$ cat src/rtl/vga_tile_grid.sv
// ---------------------------------------------------------------------------
// vga_tile_grid
// Generates 640x480@60 VGA timing and renders a GRID_COLS x GRID_ROWS board
// of tiles. Black grid lines separate the tiles. Each tile is filled through a
// 16-entry palette. A cursor frame, which can blink, can be drawn on one cell.
//
// Ports
//   VGA_CLK_IN   pixel clock
//   rst          asynchronous reset, active low
//   cell_codes   4-bit colour code per cell; cell k = row*GRID_COLS+col
//   cursor_idx   cursor cell index (values >= cell count draw no cursor)
//   cursor_en    cursor frame enable
//   blink_en     cursor frame blinks on frameCnt[BLINK_SHIFT] when set
//   o_hsync      horizontal sync, active low
//   o_vsync      vertical sync, active low
//   o_de         display enable
//   frame_tick   one-cycle pulse on the first cycle of vsync
//   VGA_CLK_OUT  pass-through of VGA_CLK_IN
//   out_R/G/B    8-bit pixel colour, 0 while blanked
//
// Optional feature macro: VGA_CROSS_TILE_EN
//   When defined, each tile draws a centred plus-shaped glyph in its palette
//   colour on a white background. When undefined, each tile is a solid fill.
//
// All outputs are registered. Their latency from the counter position is 2
// cycles. Geometry comes from running offset counters, so no dividers are used.
// ---------------------------------------------------------------------------
module vga_tile_grid #(
   parameter int H_VISIBLE   = 640,
   parameter int H_FRONT     = 16,
   parameter int H_SYNC      = 96,
   parameter int H_BACK      = 48,
   parameter int V_VISIBLE   = 480,
   parameter int V_FRONT     = 10,
   parameter int V_SYNC      = 2,
   parameter int V_BACK      = 33,
   parameter int GRID_COLS   = 4,
   parameter int GRID_ROWS   = 4,
   parameter int TILE_W      = 70,
   parameter int TILE_H      = 70,
   parameter int LINE_W      = 5,
   parameter int ORIGIN_X    = 160,
   parameter int ORIGIN_Y    = 120,
   parameter int CURSOR_W    = 4,
   parameter int BLINK_SHIFT = 5,
   localparam int CELLS      = GRID_COLS * GRID_ROWS,
   localparam int IDX_W      = (CELLS > 1) ? $clog2(CELLS) : 1
) (
   input  logic               VGA_CLK_IN,
   input  logic               rst,
   input  logic [4*CELLS-1:0] cell_codes,
   input  logic [IDX_W-1:0]   cursor_idx,
   input  logic               cursor_en,
   input  logic               blink_en,
   output logic               o_hsync,
   output logic               o_vsync,
   output logic               o_de,
   output logic               frame_tick,
   output logic               VGA_CLK_OUT,
   output logic [7:0]         out_R,
   output logic [7:0]         out_G,
   output logic [7:0]         out_B
);

   localparam int H_TOTAL  = H_VISIBLE + H_FRONT + H_SYNC + H_BACK;
   localparam int V_TOTAL  = V_VISIBLE + V_FRONT + V_SYNC + V_BACK;
   localparam int HS_START = H_VISIBLE + H_FRONT;
   localparam int HS_END   = HS_START + H_SYNC;
   localparam int VS_START = V_VISIBLE + V_FRONT;
   localparam int VS_END   = VS_START + V_SYNC;
   localparam int PX       = TILE_W + LINE_W;
   localparam int PY       = TILE_H + LINE_W;
   localparam int HW       = $clog2(H_TOTAL);
   localparam int VW       = $clog2(V_TOTAL);
   localparam int XW       = $clog2(PX);
   localparam int YW       = $clog2(PY);
   localparam int CW       = $clog2(GRID_COLS + 1);
   localparam int RW       = $clog2(GRID_ROWS + 1);

   assign VGA_CLK_OUT = VGA_CLK_IN;

   function automatic logic [23:0] palette(input logic [3:0] c);
      case (c)
         4'd0:    palette = 24'hFFFFFF;
         4'd1:    palette = 24'hCCFF99;
         4'd2:    palette = 24'h0D1E86;
         4'd3:    palette = 24'h00FF00;
         4'd4:    palette = 24'hD10E49;
         4'd5:    palette = 24'h0000FF;
         4'd6:    palette = 24'hD1C50E;
         4'd7:    palette = 24'hF39C12;
         4'd8:    palette = 24'h7F8C8D;
         default: palette = 24'h404040;
      endcase
   endfunction

   // ---------------- raster counters ----------------
   logic [HW-1:0] hCnt, hNext;
   logic [VW-1:0] vCnt, vNext;
   logic          hWrap;

   always_comb begin
      hWrap = (hCnt == HW'(H_TOTAL - 1));
      hNext = hWrap ? '0 : hCnt + 1'b1;
      vNext = (vCnt == VW'(V_TOTAL - 1)) ? '0 : vCnt + 1'b1;
   end

   always_ff @(posedge VGA_CLK_IN or negedge rst) begin
      if (!rst) begin
         hCnt <= '0;
         vCnt <= '0;
      end else begin
         hCnt <= hNext;
         if (hWrap) vCnt <= vNext;
      end
   end

   // ---------------- grid trackers ----------------
   // xOff/col describe the current hCnt. They are primed from hNext so the
   // offset is 0 on the cycle where hCnt == ORIGIN_X. col reaches GRID_COLS
   // only for the closing line. After that line the tracker stops.
   logic          inX, inY;
   logic [XW-1:0] xOff;
   logic [YW-1:0] yOff;
   logic [CW-1:0] col;
   logic [RW-1:0] row;

   always_ff @(posedge VGA_CLK_IN or negedge rst) begin
      if (!rst) begin
         inX  <= (ORIGIN_X == 0);
         xOff <= '0;
         col  <= '0;
      end else if (hNext == HW'(ORIGIN_X)) begin
         inX  <= 1'b1;
         xOff <= '0;
         col  <= '0;
      end else if (inX) begin
         if (col == CW'(GRID_COLS) && xOff == XW'(LINE_W - 1)) begin
            inX <= 1'b0;
         end else if (xOff == XW'(PX - 1)) begin
            xOff <= '0;
            col  <= col + 1'b1;
         end else begin
            xOff <= xOff + 1'b1;
         end
      end
   end

   always_ff @(posedge VGA_CLK_IN or negedge rst) begin
      if (!rst) begin
         inY  <= (ORIGIN_Y == 0);
         yOff <= '0;
         row  <= '0;
      end else if (hWrap) begin
         if (vNext == VW'(ORIGIN_Y)) begin
            inY  <= 1'b1;
            yOff <= '0;
            row  <= '0;
         end else if (inY) begin
            if (row == RW'(GRID_ROWS) && yOff == YW'(LINE_W - 1)) begin
               inY <= 1'b0;
            end else if (yOff == YW'(PY - 1)) begin
               yOff <= '0;
               row  <= row + 1'b1;
            end else begin
               yOff <= yOff + 1'b1;
            end
         end
      end
   end

   // ---------------- stage 1 ----------------
   logic          s1De, s1Hs, s1Vs, s1Tick, s1Grid, s1Line;
   logic [CW-1:0] s1Col;
   logic [RW-1:0] s1Row;
   logic [XW-1:0] s1TileX;
   logic [YW-1:0] s1TileY;

   always_ff @(posedge VGA_CLK_IN or negedge rst) begin
      if (!rst) begin
         s1De    <= 1'b0;
         s1Hs    <= 1'b1;
         s1Vs    <= 1'b1;
         s1Tick  <= 1'b0;
         s1Grid  <= 1'b0;
         s1Line  <= 1'b0;
         s1Col   <= '0;
         s1Row   <= '0;
         s1TileX <= '0;
         s1TileY <= '0;
      end else begin
         s1De    <= (hCnt < HW'(H_VISIBLE)) && (vCnt < VW'(V_VISIBLE));
         s1Hs    <= !((hCnt >= HW'(HS_START)) && (hCnt < HW'(HS_END)));
         s1Vs    <= !((vCnt >= VW'(VS_START)) && (vCnt < VW'(VS_END)));
         s1Tick  <= (hCnt == '0) && (vCnt == VW'(VS_START));
         s1Grid  <= inX && inY;
         s1Line  <= (xOff < XW'(LINE_W)) || (yOff < YW'(LINE_W));
         s1Col   <= col;
         s1Row   <= row;
         // Wraps to a large value on line pixels. s1Line masks those pixels.
         s1TileX <= xOff - XW'(LINE_W);
         s1TileY <= yOff - YW'(LINE_W);
      end
   end

   // ---------------- per-frame shadow ----------------
   logic [4*CELLS-1:0] codesS;
   logic [IDX_W-1:0]   cursorS;
   logic               cursorEnS, blinkEnS;
   logic [7:0]         frameCnt;

   always_ff @(posedge VGA_CLK_IN or negedge rst) begin
      if (!rst) begin
         codesS    <= '0;
         cursorS   <= '0;
         cursorEnS <= 1'b0;
         blinkEnS  <= 1'b0;
         frameCnt  <= '0;
      end else if (frame_tick) begin
         codesS    <= cell_codes;
         cursorS   <= cursor_idx;
         cursorEnS <= cursor_en;
         blinkEnS  <= blink_en;
         frameCnt  <= frameCnt + 1'b1;
      end
   end

   // ---------------- stage 2 ----------------
   logic [7:0]  cellIdx;
   logic [3:0]  code;
   logic        onEdge, cursorHere;
   logic [23:0] tileRgb, pixRgb;
`ifdef VGA_CROSS_TILE_EN
   localparam int VBAR_W  = TILE_W / 5;
   localparam int VBAR_LO = (TILE_W - VBAR_W) / 2;
   localparam int HBAR_W  = TILE_H / 5;
   localparam int HBAR_LO = (TILE_H - HBAR_W) / 2;
   logic glyph;
`endif

   always_comb begin
      cellIdx = 8'(s1Row) * 8'(GRID_COLS) + 8'(s1Col);
      code    = '0;
      for (int k = 0; k < CELLS; k++) begin
         if (cellIdx == 8'(k)) code = codesS[4*k +: 4];
      end
      onEdge = (s1TileX < XW'(CURSOR_W)) || (s1TileX >= XW'(TILE_W - CURSOR_W)) ||
               (s1TileY < YW'(CURSOR_W)) || (s1TileY >= YW'(TILE_H - CURSOR_W));
      cursorHere = cursorEnS && (!blinkEnS || frameCnt[BLINK_SHIFT]) &&
                   (8'(cursorS) < 8'(CELLS)) && (8'(cursorS) == cellIdx);
      tileRgb = palette(code);
`ifdef VGA_CROSS_TILE_EN
      glyph = ((s1TileX >= XW'(VBAR_LO)) && (s1TileX < XW'(VBAR_LO + VBAR_W))) ||
              ((s1TileY >= YW'(HBAR_LO)) && (s1TileY < YW'(HBAR_LO + HBAR_W)));
      if (!glyph) tileRgb = 24'hFFFFFF;
`endif
      if (!s1De)                    pixRgb = 24'h000000;
      else if (!s1Grid)             pixRgb = 24'hFFFFFF;
      else if (s1Line)              pixRgb = 24'h000000;
      else if (cursorHere && onEdge) pixRgb = ~tileRgb;
      else                          pixRgb = tileRgb;
   end

   always_ff @(posedge VGA_CLK_IN or negedge rst) begin
      if (!rst) begin
         o_hsync    <= 1'b1;
         o_vsync    <= 1'b1;
         o_de       <= 1'b0;
         frame_tick <= 1'b0;
         out_R      <= '0;
         out_G      <= '0;
         out_B      <= '0;
      end else begin
         o_hsync    <= s1Hs;
         o_vsync    <= s1Vs;
         o_de       <= s1De;
         frame_tick <= s1Tick;
         {out_R, out_G, out_B} <= pixRgb;
      end
   end

endmodule

$ cat config.mk
export PLATFORM = sky130hd
export DESIGN_NAME = vga_tile_grid
export DESIGN_NICKNAME = d
export VERILOG_FILES = /design/src/rtl/vga_tile_grid.sv
export SDC_FILE = /design/constraint.sdc
export NUM_CORES = 1
export LEC_CHECK = 0
export CAP_MARGIN = 20
export CORE_MARGIN = 5
export CORE_UTILIZATION = 35
export DETAILED_ROUTE_END_ITERATION = 8
export SYNTH_ARGS = -nofsm -noshare
export SYNTH_HDL_FRONTEND = slang
export SYNTH_SLANG_ARGS = --single-unit
$ cat constraint.sdc
create_clock -name VGA_CLK_IN -period 3.8 [get_ports VGA_CLK_IN]
set_clock_uncertainty 0.15 [all_clocks]
set_input_delay 0.38 -clock VGA_CLK_IN [delete_from_list [all_inputs] [get_ports VGA_CLK_IN]]
set_output_delay 0.38 -clock VGA_CLK_IN [all_outputs]
set_load 0.005 [all_outputs]
==> flow_summary.yaml, run 1 <==
setup_path:
  start_kind: "flop"
  critPathArrivalTime_ps: 3770
  r2r_cells: 11
  required_ps: 4040
  critical_path.max_fanout: 17
  worstSetupEndpointType: "flop"
  critPathKind: "flop to flop"
logic_synthesis:
  yosys.cell_types.count: 79
  synthSimpleGateAreaFrac_pct: 14.1
  yosysSeqAreaShare_pct: 49.1
  synth_xor_area_share_pct: 3.98
  synth_top_family_by_area: "simple AND/OR/NAND/NOR gates"
  syn_area_sq_um: 8570
  synth_compound_area_share_pct: 12.6
  post_synth.cell_area_avg_sq_um: 11.0
  synth_fp_nets: 878
  synth-edff-count: 0
  synthMuxAreaShare_pct: 12.3
  synthAdderAreaFrac_pct: 3.50
  synth_ff_type: "dfrtp_1"
  synthArstFlopShare_pct: 100
  ys_warn_count: 0
  netlist_instances: 782
  ys_ff_latch: 168
timing:
  slew_headroom_pct: 36.4
  drv_slew: 0
  finalCriticalPeriod_ps: 3520
  final.setup.tns_ps: 0
  post-route-period-util_pct: 92.7
  worst_pin_slew_ps: 953
  clock.fmax_ghz: 0.284
  hold_viol_final: 0
  rsz0062_at_grt: "no"
  setup_violations: 0
routing:
  vias_per_cell: 5.04
  vias: 6110
  wl_um: 19400
  detail_route.iter0.violations: 344
  wl_per_cell_um: 16.0
  drc: 0
  drtAntennaViolNets: 0
  drtPass1Iterations: 4
placed_design:
  placement.io_buffers: 100
  dp.cells: 1177
  place_congestion: 0.906
  hpwl_um: 13800
floorplan:
  die_w_um: 167
  start_util_pct: 35.4
  die_area_sq_um: 27700
  io_pins: 101
  core_sq_um: 24200
  rows: 57
  dieHeight_um: 167
power:
  swShare_pct: 20.8
  power.leakage_nw: 4.47
  power.share.sequential_pct: 46.2
  power.internal_mw: 3.06
  clkPwrFrac_pct: 50.8
  ir_drop_uv: 308
  p_per_area_nw_per_um2: 366
  power.switching_uw: 806
  p_comb_share_pct: 3.0
min_path:
  hold_depth: 0
  hold_path.class: "flop to flop"
layout:
  antenna_cells: 0
  syn_to_final_growth_pct: 23.3
  fin_nets: 972
  drive_gt1_share_pct: 18.2
  post_layout_nonfiller_instances: 1213
run:
  drv_cap: 0
clocking:
  cts_tree: "yes"
  post_cts_buffers: 0
  clkLatencyLatePin_ps: 540
  clk_pin_slew_worst_paths_ps: 60
global_routing:
  antenna_found_initial: 0
  grt-ovfl-total: 0
  grt_pass1_vias: 6133
  grt_max_degree: 88
  grtUsageTotal_pct: 14.3
  grt_pass1_wl_um: 32200
status:
  status: "completed"
-- final cells by class --
class | instances | area, sq um
fill | 2289 | 13700
tap | 324 | 405
inverter | 30 | 113
timing repair buffer | 117 | 1150
multi-input combinational | 538 | 4000
clock inverter | 14 | 169
sequential | 168 | 4210
clock buffer | 22 | 524
-- cell usage in the layout (no fill, tap or decap), types with 11 or more instances in the layout --
master and n:
dfrtp_1 163, clkdlybuf4s50_1 99, mux2_2 73, o21ai_0 56, nand2_1 44, nor2_1 35, a21oi_1 26, xnor2_1 26
inv_1 25, nand3_1 23, ha_1 23, clkbuf_16 20, mux2i_1 19, nand2b_1 19, nor3_1 15, nor2b_1 15
buf_4 15, xor2_1 13, nand4_1 11
-- worst paths after layout --
path,from,endpoint,slack [ps]
worst max register to register,s1Col[2],out_B[0],280
min in group asynchronous,rst,codesS[63],330
worst min register to register,s1Tick,frame_tick,200
worst min-delay path,s1Tick,frame_tick,200
worst max-delay path,s1Col[2],out_B[0],280
max in group asynchronous,rst,row[1],2250
-- power groups by stage --
stage / registers, mW / clock network, mW / logic, mW
CTS: 1.79 / 2.01 / 0.121
global route: 1.79 / 2.09 / 0.129
finish: 1.79 / 1.97 / 0.116
floorplan: 1.82 / 0.0171 / 0.000592
detailed placement: 1.82 / 0.0222 / 0.119
global placement: 1.82 / 0.0222 / 0.119
-- cells by family (layout without fill, tap and decap cells) --
group | count (synthesis) | after routing
buffers and inverters | 76 | 183
muxes | 94 | 94
xor gates and xnor gates | 39 | 39
AOI/OAI and AO/OA | 161 | 161
adders and majority gates | 24 | 24
DFF | 168 | 168
and+or+nand+nor | 220 | 220
-- sequential cells by signal (all words and copies together) (netlist names), 3 cells and up --
name and count:
s1TileY 6, xOff 7, col 3, hCnt 10, s1Row 3, s1TileX 6, vCnt 10, row 3
out_B 8, yOff 7, codesS 64, cursorS 4, frameCnt 6, out_R 6, out_G 8, s1Col 3
-- metal layers --
layer  vias to the layer above  wire length, um  global-route usage (%)
li1                       2992                -                       -
met1                      2971             8980                    19.0
met2                       128             9260                    23.0
met3                        19              794                    3.29
met4                         0              325                    5.12
met5                         -                0                       0
-- timing repair --
action                                 CTS  global route
setup endpoints to repair                0             3
hold buffers                             1             0
gates resized for setup                  0             1
endpoints found under the hold margin   85             0
-- critical path: stages (launching register included) --
cell	delay [ps]
dfrtp_1	380
ha_2	190
ha_1	610
inv_1	100
or4_1	620
nand2_2	150
ha_1	310
nand3_1	200
buf_4	210
o21ai_0	200
mux2i_1	210
nand2_1	60
-- cell usage after synthesis (10+ instances only) --
master / instances / area (sq um)
xnor2_1: 26 / 228
dfrtp_1: 164 / 4100
nand4_1: 11 / 68.8
nand2_1: 44 / 165
nor3_1: 15 / 75.1
clkbuf_1: 21 / 78.8
o21ai_0: 56 / 280
xor2_1: 13 / 114
nor2b_1: 15 / 93.8
nand2b_1: 19 / 119
ha_1: 24 / 300
o211ai_1: 10 / 75.1
inv_1: 25 / 93.8
nand3_1: 23 / 115
a21oi_1: 26 / 130
nor2_1: 35 / 131
mux2_2: 73 / 822
mux2i_1: 19 / 190
-- through the flow --
stage               setup WS (ps)  cell area [sq um]  utilization (%)  hold WS [ps]  total power, mW
global route                 21.1              10600             43.6           212             4.01
floorplan                     765               8570                -         -65.6             1.84
finish                        276              10600             43.6           202             3.87
CTS                           275              10600             43.6           203             3.91
global placement              329               9880             40.7           183             1.96
detailed placement            324               9880             40.7           187             1.96
(Power assumes the default switching activity.)
==> run 2: changes to the inputs <==
--- a/config.mk
+++ b/config.mk
@@ -5,10 +5,12 @@
 export SDC_FILE = /design/constraint.sdc
 export NUM_CORES = 1
 export LEC_CHECK = 0
+export ABC_AREA = 1
 export CAP_MARGIN = 20
 export CORE_MARGIN = 5
 export CORE_UTILIZATION = 35
 export DETAILED_ROUTE_END_ITERATION = 8
+export GPL_ROUTABILITY_DRIVEN = 0
 export SYNTH_ARGS = -nofsm -noshare
 export SYNTH_HDL_FRONTEND = slang
 export SYNTH_SLANG_ARGS = --single-unit
==> flow_summary.yaml, run 2 <==
status:
  status: "completed"
logic_synthesis:
  yosys.cell_types.count: 45
  ys_top_cells_by_count: "339 x nand2_1, 164 x dfrtp_1, 139 x inv_1"
  synth_area_leaders: "dfrtp_1 48%, nand2_1 15%, inv_1 6.1%"
  yosysTopAreaCellShare_pct: 48.1
  yosysTopAreaCell: "dfrtp_1"
  synth_fp_nets: 1183
  synth-edff-count: 0
  netlist_instances: 1087
  ys_warn_count: 0
  post_synth.cell_area_avg_sq_um: 7.84
  ys_ff_latch: 168
  syn_area_sq_um: 8530
  yosysSeqAreaShare_pct: 49.4
  synth.most_common_cell: "nand2_1"
  synth_ff_type: "dfrtp_1"
  synthArstFlopShare_pct: 100
layout:
  fin_nets: 1284
  postLayoutCellArea_sq_um: 10500
  syn_to_final_growth_pct: 23.5
  drive_gt1_share_pct: 7.58
  final_common_cell: "nand2_1"
  utilization_pct: 43.6
  top_register: "codesS"
  largest_reg_flops: 64
  final_cell_mix: "339 x nand2_1, 163 x dfrtp_1, 138 x inv_1"
  antenna_cells: 0
  largestRegisters: "codesS (64), hCnt (10), vCnt (10)"
timing:
  hold_viol_final: 0
  post-route-period-util_pct: 92.6
  whs_ps: 200
  slew_headroom_pct: 38.9
  final.setup.tns_ps: 0
  worst_pin_slew_ps: 916
  finalCriticalPeriod_ps: 3520
  clock.fmax_ghz: 0.284
  setup_violations: 0
  drv_slew: 0
floorplan:
  start_util_pct: 35.3
  io_pins: 101
  core_sq_um: 24200
  die_area_sq_um: 27600
  dieHeight_um: 166
  die_w_um: 166
  rows: 57
clocking:
  clkLatencyLatePin_ps: 550
  cts_tree: "yes"
  clk_pin_slew_worst_paths_ps: 70
  post_cts_buffers: 0
setup_path:
  worstSetupEndpointType: "flop"
  path_common_cell: "nand2_1"
  start_kind: "flop"
  required_ps: 4050
  critPathArrivalTime_ps: 3770
  critical_path.max_fanout: 11
  slowest_stage: "dfrtp_1"
  critPathKind: "flop to flop"
  max_stage_delay_ps: 370
routing:
  vias: 7066
  wl_per_cell_um: 13.2
  detail_route.iter0.violations: 373
  drtAntennaViolNets: 0
  drtPass1Iterations: 5
  wl_um: 20100
  vias_per_cell: 4.63
  drc: 0
global_routing:
  grt_max_degree: 106
  grtUsageTotal_pct: 14.9
  antenna_found_initial: 0
  grt_pass1_vias: 7007
  grt-ovfl-total: 0
  grt_pass1_wl_um: 33900
placed_design:
  hpwl_um: 14600
  placed_cell_area_sq_um: 9860
  placement.io_buffers: 100
min_path:
  hold_path.class: "flop to flop"
power:
  power.leakage_nw: 4.81
  total_power_mw: 3.79
  p_per_area_nw_per_um2: 360
  ir_drop_uv: 251
run:
  drv_cap: 0
-- run 2: changes by cell type after synthesis, moves of 11 or more --
cell / change
mux2_2: -73
nand2b_1: -19
xnor2_1: -23
nand3_1: +52
nand2_1: +295
nor2b_1: -15
mux2i_1: -19
nor2_1: +34
inv_1: +114
o21ai_0: +17
nand4_1: +13
a21oi_1: +11
-- run 2: worst paths after layout --
path                       slack, ps  depth (start not counted)    endpoint     start
max in group asynchronous       2250                          3      row[0]       rst
max                              280                         25    out_R[0]  s1Col[2]
min reg2reg                      200                          0  frame_tick    s1Tick
max reg2reg                      280                         25    out_R[0]  s1Col[2]
min                              200                          0  frame_tick    s1Tick
min in group asynchronous        290                          2     yOff[0]       rst
-- run 2: logic make-up after synthesis --
logic type	Yosys count	synth area share [%]
XOR/XNOR	16	1.64
buffers and inverters	187	8.76
adder cells (fa/ha/maj)	24	3.52
AND/OR/NAND/NOR	559	28.5
flip-flops	168	49.4
AO/OA/AOI/OAI	133	8.22
-- run 2: final cells by class --
| class | instances | area [sq um] |
|---|---|---|
| well taps | 324 | 405 |
| flip-flops and latches | 168 | 4210 |
| fillers | 2361 | 13600 |
| clock buffers | 23 | 528 |
| clock inverters | 13 | 138 |
| repair buffers | 114 | 1110 |
| inverters | 151 | 569 |
| multi-input cells | 732 | 3570 |
-- run 2: per-layer routing --
layer | GRT usage [%] | part of all wire (%) | routed length (um) | up-vias
met5 | 0 | 0 | 0 | -
met4 | 5.42 | 2.2 | 439 | 0
met3 | 3.71 | 4.2 | 853 | 34
met2 | 23.3 | 45 | 9100 | 147
met1 | 20.1 | 48 | 9730 | 3243
li1 | - | - | - | 3642
-- run 2: worst max-delay path: cells and delay by family (launching register included) --
family	cells	cell delay, ps
buffers and inverters	5	580
DFF	1	370
AOI/OAI and AO/OA	1	70
and+or+nand+nor	16	1570
adders and majority gates	3	620
-- run 2: repair_timing --
action / in CTS / in global routing
setup endpoints to repair: 0 / 11
hold buffers: 1 / 0
hold endpoints to repair: 79 / 0
resized for setup: 0 / 3
-- run 2: through the flow --
step / setup WS [ps] / std cells
6_report: 281 / 1525
5_1_grt: -3.29 / 1525
4_1_cts: 273 / 1525
3_5_place_dp: 291 / 1489
3_3_place_gp: 337 / 1489
2_1_floorplan: 647 / 1087
-- run 2: power by group --
| part | internal, mW | switching, mW | total (mW) |
|---|---|---|---|
| registers | 1.79 | 0 | 1.79 |
| clock network | 1.09 | 0.799 | 1.89 |
| logic | 0.0659 | 0.0463 | 0.112 |
==> run 3: changes to the inputs <==
--- a/config.mk
+++ b/config.mk
@@ -5,11 +5,11 @@
 export SDC_FILE = /design/constraint.sdc
 export NUM_CORES = 1
 export LEC_CHECK = 0
-export ABC_AREA = 1
 export CAP_MARGIN = 20
 export CORE_MARGIN = 5
 export CORE_UTILIZATION = 35
 export DETAILED_ROUTE_END_ITERATION = 8
+export DONT_BUFFER_PORTS = 1
 export GPL_ROUTABILITY_DRIVEN = 0
 export SYNTH_ARGS = -nofsm -noshare
 export SYNTH_HDL_FRONTEND = slang
==> constraint.sdc (replaced) <==
create_clock -name VGA_CLK_IN -period 3.8 [get_ports VGA_CLK_IN]
set_clock_uncertainty 0.15 [all_clocks]
set_input_delay 0.76 -clock VGA_CLK_IN [delete_from_list [all_inputs] [get_ports VGA_CLK_IN]]
set_output_delay 0.76 -clock VGA_CLK_IN [all_outputs]
set_load 0.005 [all_outputs]
==> flow_summary.yaml, run 3 (synthesized netlist as in run 1, its figures left out) <==
layout:
  largestRegisters: "codesS (64), hCnt (10), vCnt (10)"
  top_register: "codesS"
  final_cell_mix: "163 x dfrtp_1, 73 x mux2_2, 56 x o21ai_0"
  largest_reg_flops: 64
  multi_input_area_sq_um: 4000
  syn_to_final_growth_pct: 10.4
  register_area_sq_um: 4210
  drive_gt1_share_pct: 19.3
  fin_nets: 864
  antenna_cells: 0
  final_common_cell: "dfrtp_1"
  nFillCells: 2315
timing:
  finalCriticalPeriod_ps: 3540
  final.setup.tns_ps: 0
  drv_slew: 0
  whs_ps: -127
  worst_pin_slew_ps: 882
  slew_headroom_pct: 41.2
  hold_viol_final: 164
  setup_violations: 0
  worst_slack_ps: 255
  rsz0062_at_grt: "no"
  post-route-period-util_pct: 93.3
  clock.fmax_ghz: 0.282
routing:
  wl_um: 18600
  vias: 5751
  detail_route.iter0.violations: 423
  vias_per_cell: 5.20
  drtAntennaViolNets: 0
  wl_per_cell_um: 16.8
  drtPass1Iterations: 5
  drc: 0
floorplan:
  die_w_um: 167
  start_util_pct: 35.4
  core_sq_um: 24200
  io_pins: 101
  rows: 57
  dieHeight_um: 167
  die_area_sq_um: 27700
clocking:
  cts_buffer_depth: 2
  ctsHtreeMaxLevel: 4
  root_buffer: "clkbuf_16"
  cts_sinks: 168
  clkLatencyLatePin_ps: 430
  cts_buffers: 17
  clk_pin_slew_worst_paths_ps: 60
  cts_tree: "yes"
global_routing:
  antenna_found_initial: 0
  grtUsageTotal_pct: 13.6
  grt_max_degree: 169
  grt_pass1_vias: 5642
  grt-ovfl-total: 0
  grt_pass1_wl_um: 30500
power:
  power.leakage_nw: 4.01
  total_power_mw: 3.63
  p_per_area_nw_per_um2: 384
  ir_drop_uv: 208
placed_design:
  dpl_worst_slack_ps: 346
  placement.io_buffers: 0
  hpwl_um: 13000
setup_path:
  critPathLaunch: "s1Col[2]"
  worstSetupEndpointType: "flop"
  critPathArrivalTime_ps: 3710
  critPathKind: "flop to flop"
  critical_path.max_fanout: 17
  reg2reg_from: "s1Col[2]"
  start_kind: "flop"
  required_ps: 3960
min_path:
  hold_path.class: "input pin to async pin"
run:
  drv_cap: 0
status:
  status: "finished with violations"
  violations: "negative hold slack"
-- run 3: path summary, 6_finish.rpt --
check | endpoint | cells after the start | slack, ps
setup / recovery | out_B[7] | 11 | 260
hold / removal | codesS[55] | 0 | -130
setup reg to reg | out_B[7] | 11 | 260
hold reg to reg | frame_tick | 0 | 200
max in group asynchronous | o_hsync | 0 | 3350
min in group VGA_CLK_IN | frame_tick | 0 | 200
-- run 3: repair_timing --
action / CTS / global route
resized for setup: 0 / 0
endpoints found under the hold margin: 164 / 164
buffers inserted: 0 / 0
-- run 3: stage by stage --
step | area, sq um | hold slack [ps] | utilization, % | instances
2_1_floorplan | 8570 | 181 | - | 782
3_3_place_gp | 8840 | 185 | 36.4 | 1073
3_5_place_dp | 8840 | 188 | 36.4 | 1073
4_1_cts | 9470 | -148 | 39.0 | 1105
5_1_grt | 9470 | -151 | 39.0 | 1105
6_report | 9470 | -127 | 39.0 | 1105
-- run 3: routing by layer --
metal	wire length, um	part of all wire, %	track usage [%]	vias up
li1	-	-	-	2775
met1	8660	47	18.4	2833
met2	8840	48	21.2	126
met3	856	4.6	3.77	17
met4	233	1.3	4.13	0
met5	0	0	0	-
-- run 3: layout make-up --
| class | instances | area share, % |
|---|---|---|
| multi-input combinational | 538 | 42.2 |
| clock buffer | 21 | 4.86 |
| inverter | 30 | 1.19 |
| timing repair buffer | 13 | 1.16 |
| clock inverter | 11 | 1.81 |
| sequential | 168 | 44.5 |
| tap | 324 | 4.28 |
-- run 3: report_power, final --
| group | total, mW | internal [mW] | switching [mW] |
|---|---|---|---|
| logic | 0.000591 | 0.000590 | 0 |
| registers | 1.79 | 1.79 | 0 |
| clock network | 1.84 | 1.14 | 0.707 |
-- run 3: worst max-delay path: stages, from the launching register on --
cell and delay [ps]:
dfrtp_1 360, ha_1 630, buf_4 250, buf_4 150, mux2i_1 80, a21o_1 180, a211oi_1 450, o31a_2 400
nor2_1 110, a22oi_1 230, a21oi_1 110, a311o_1 320
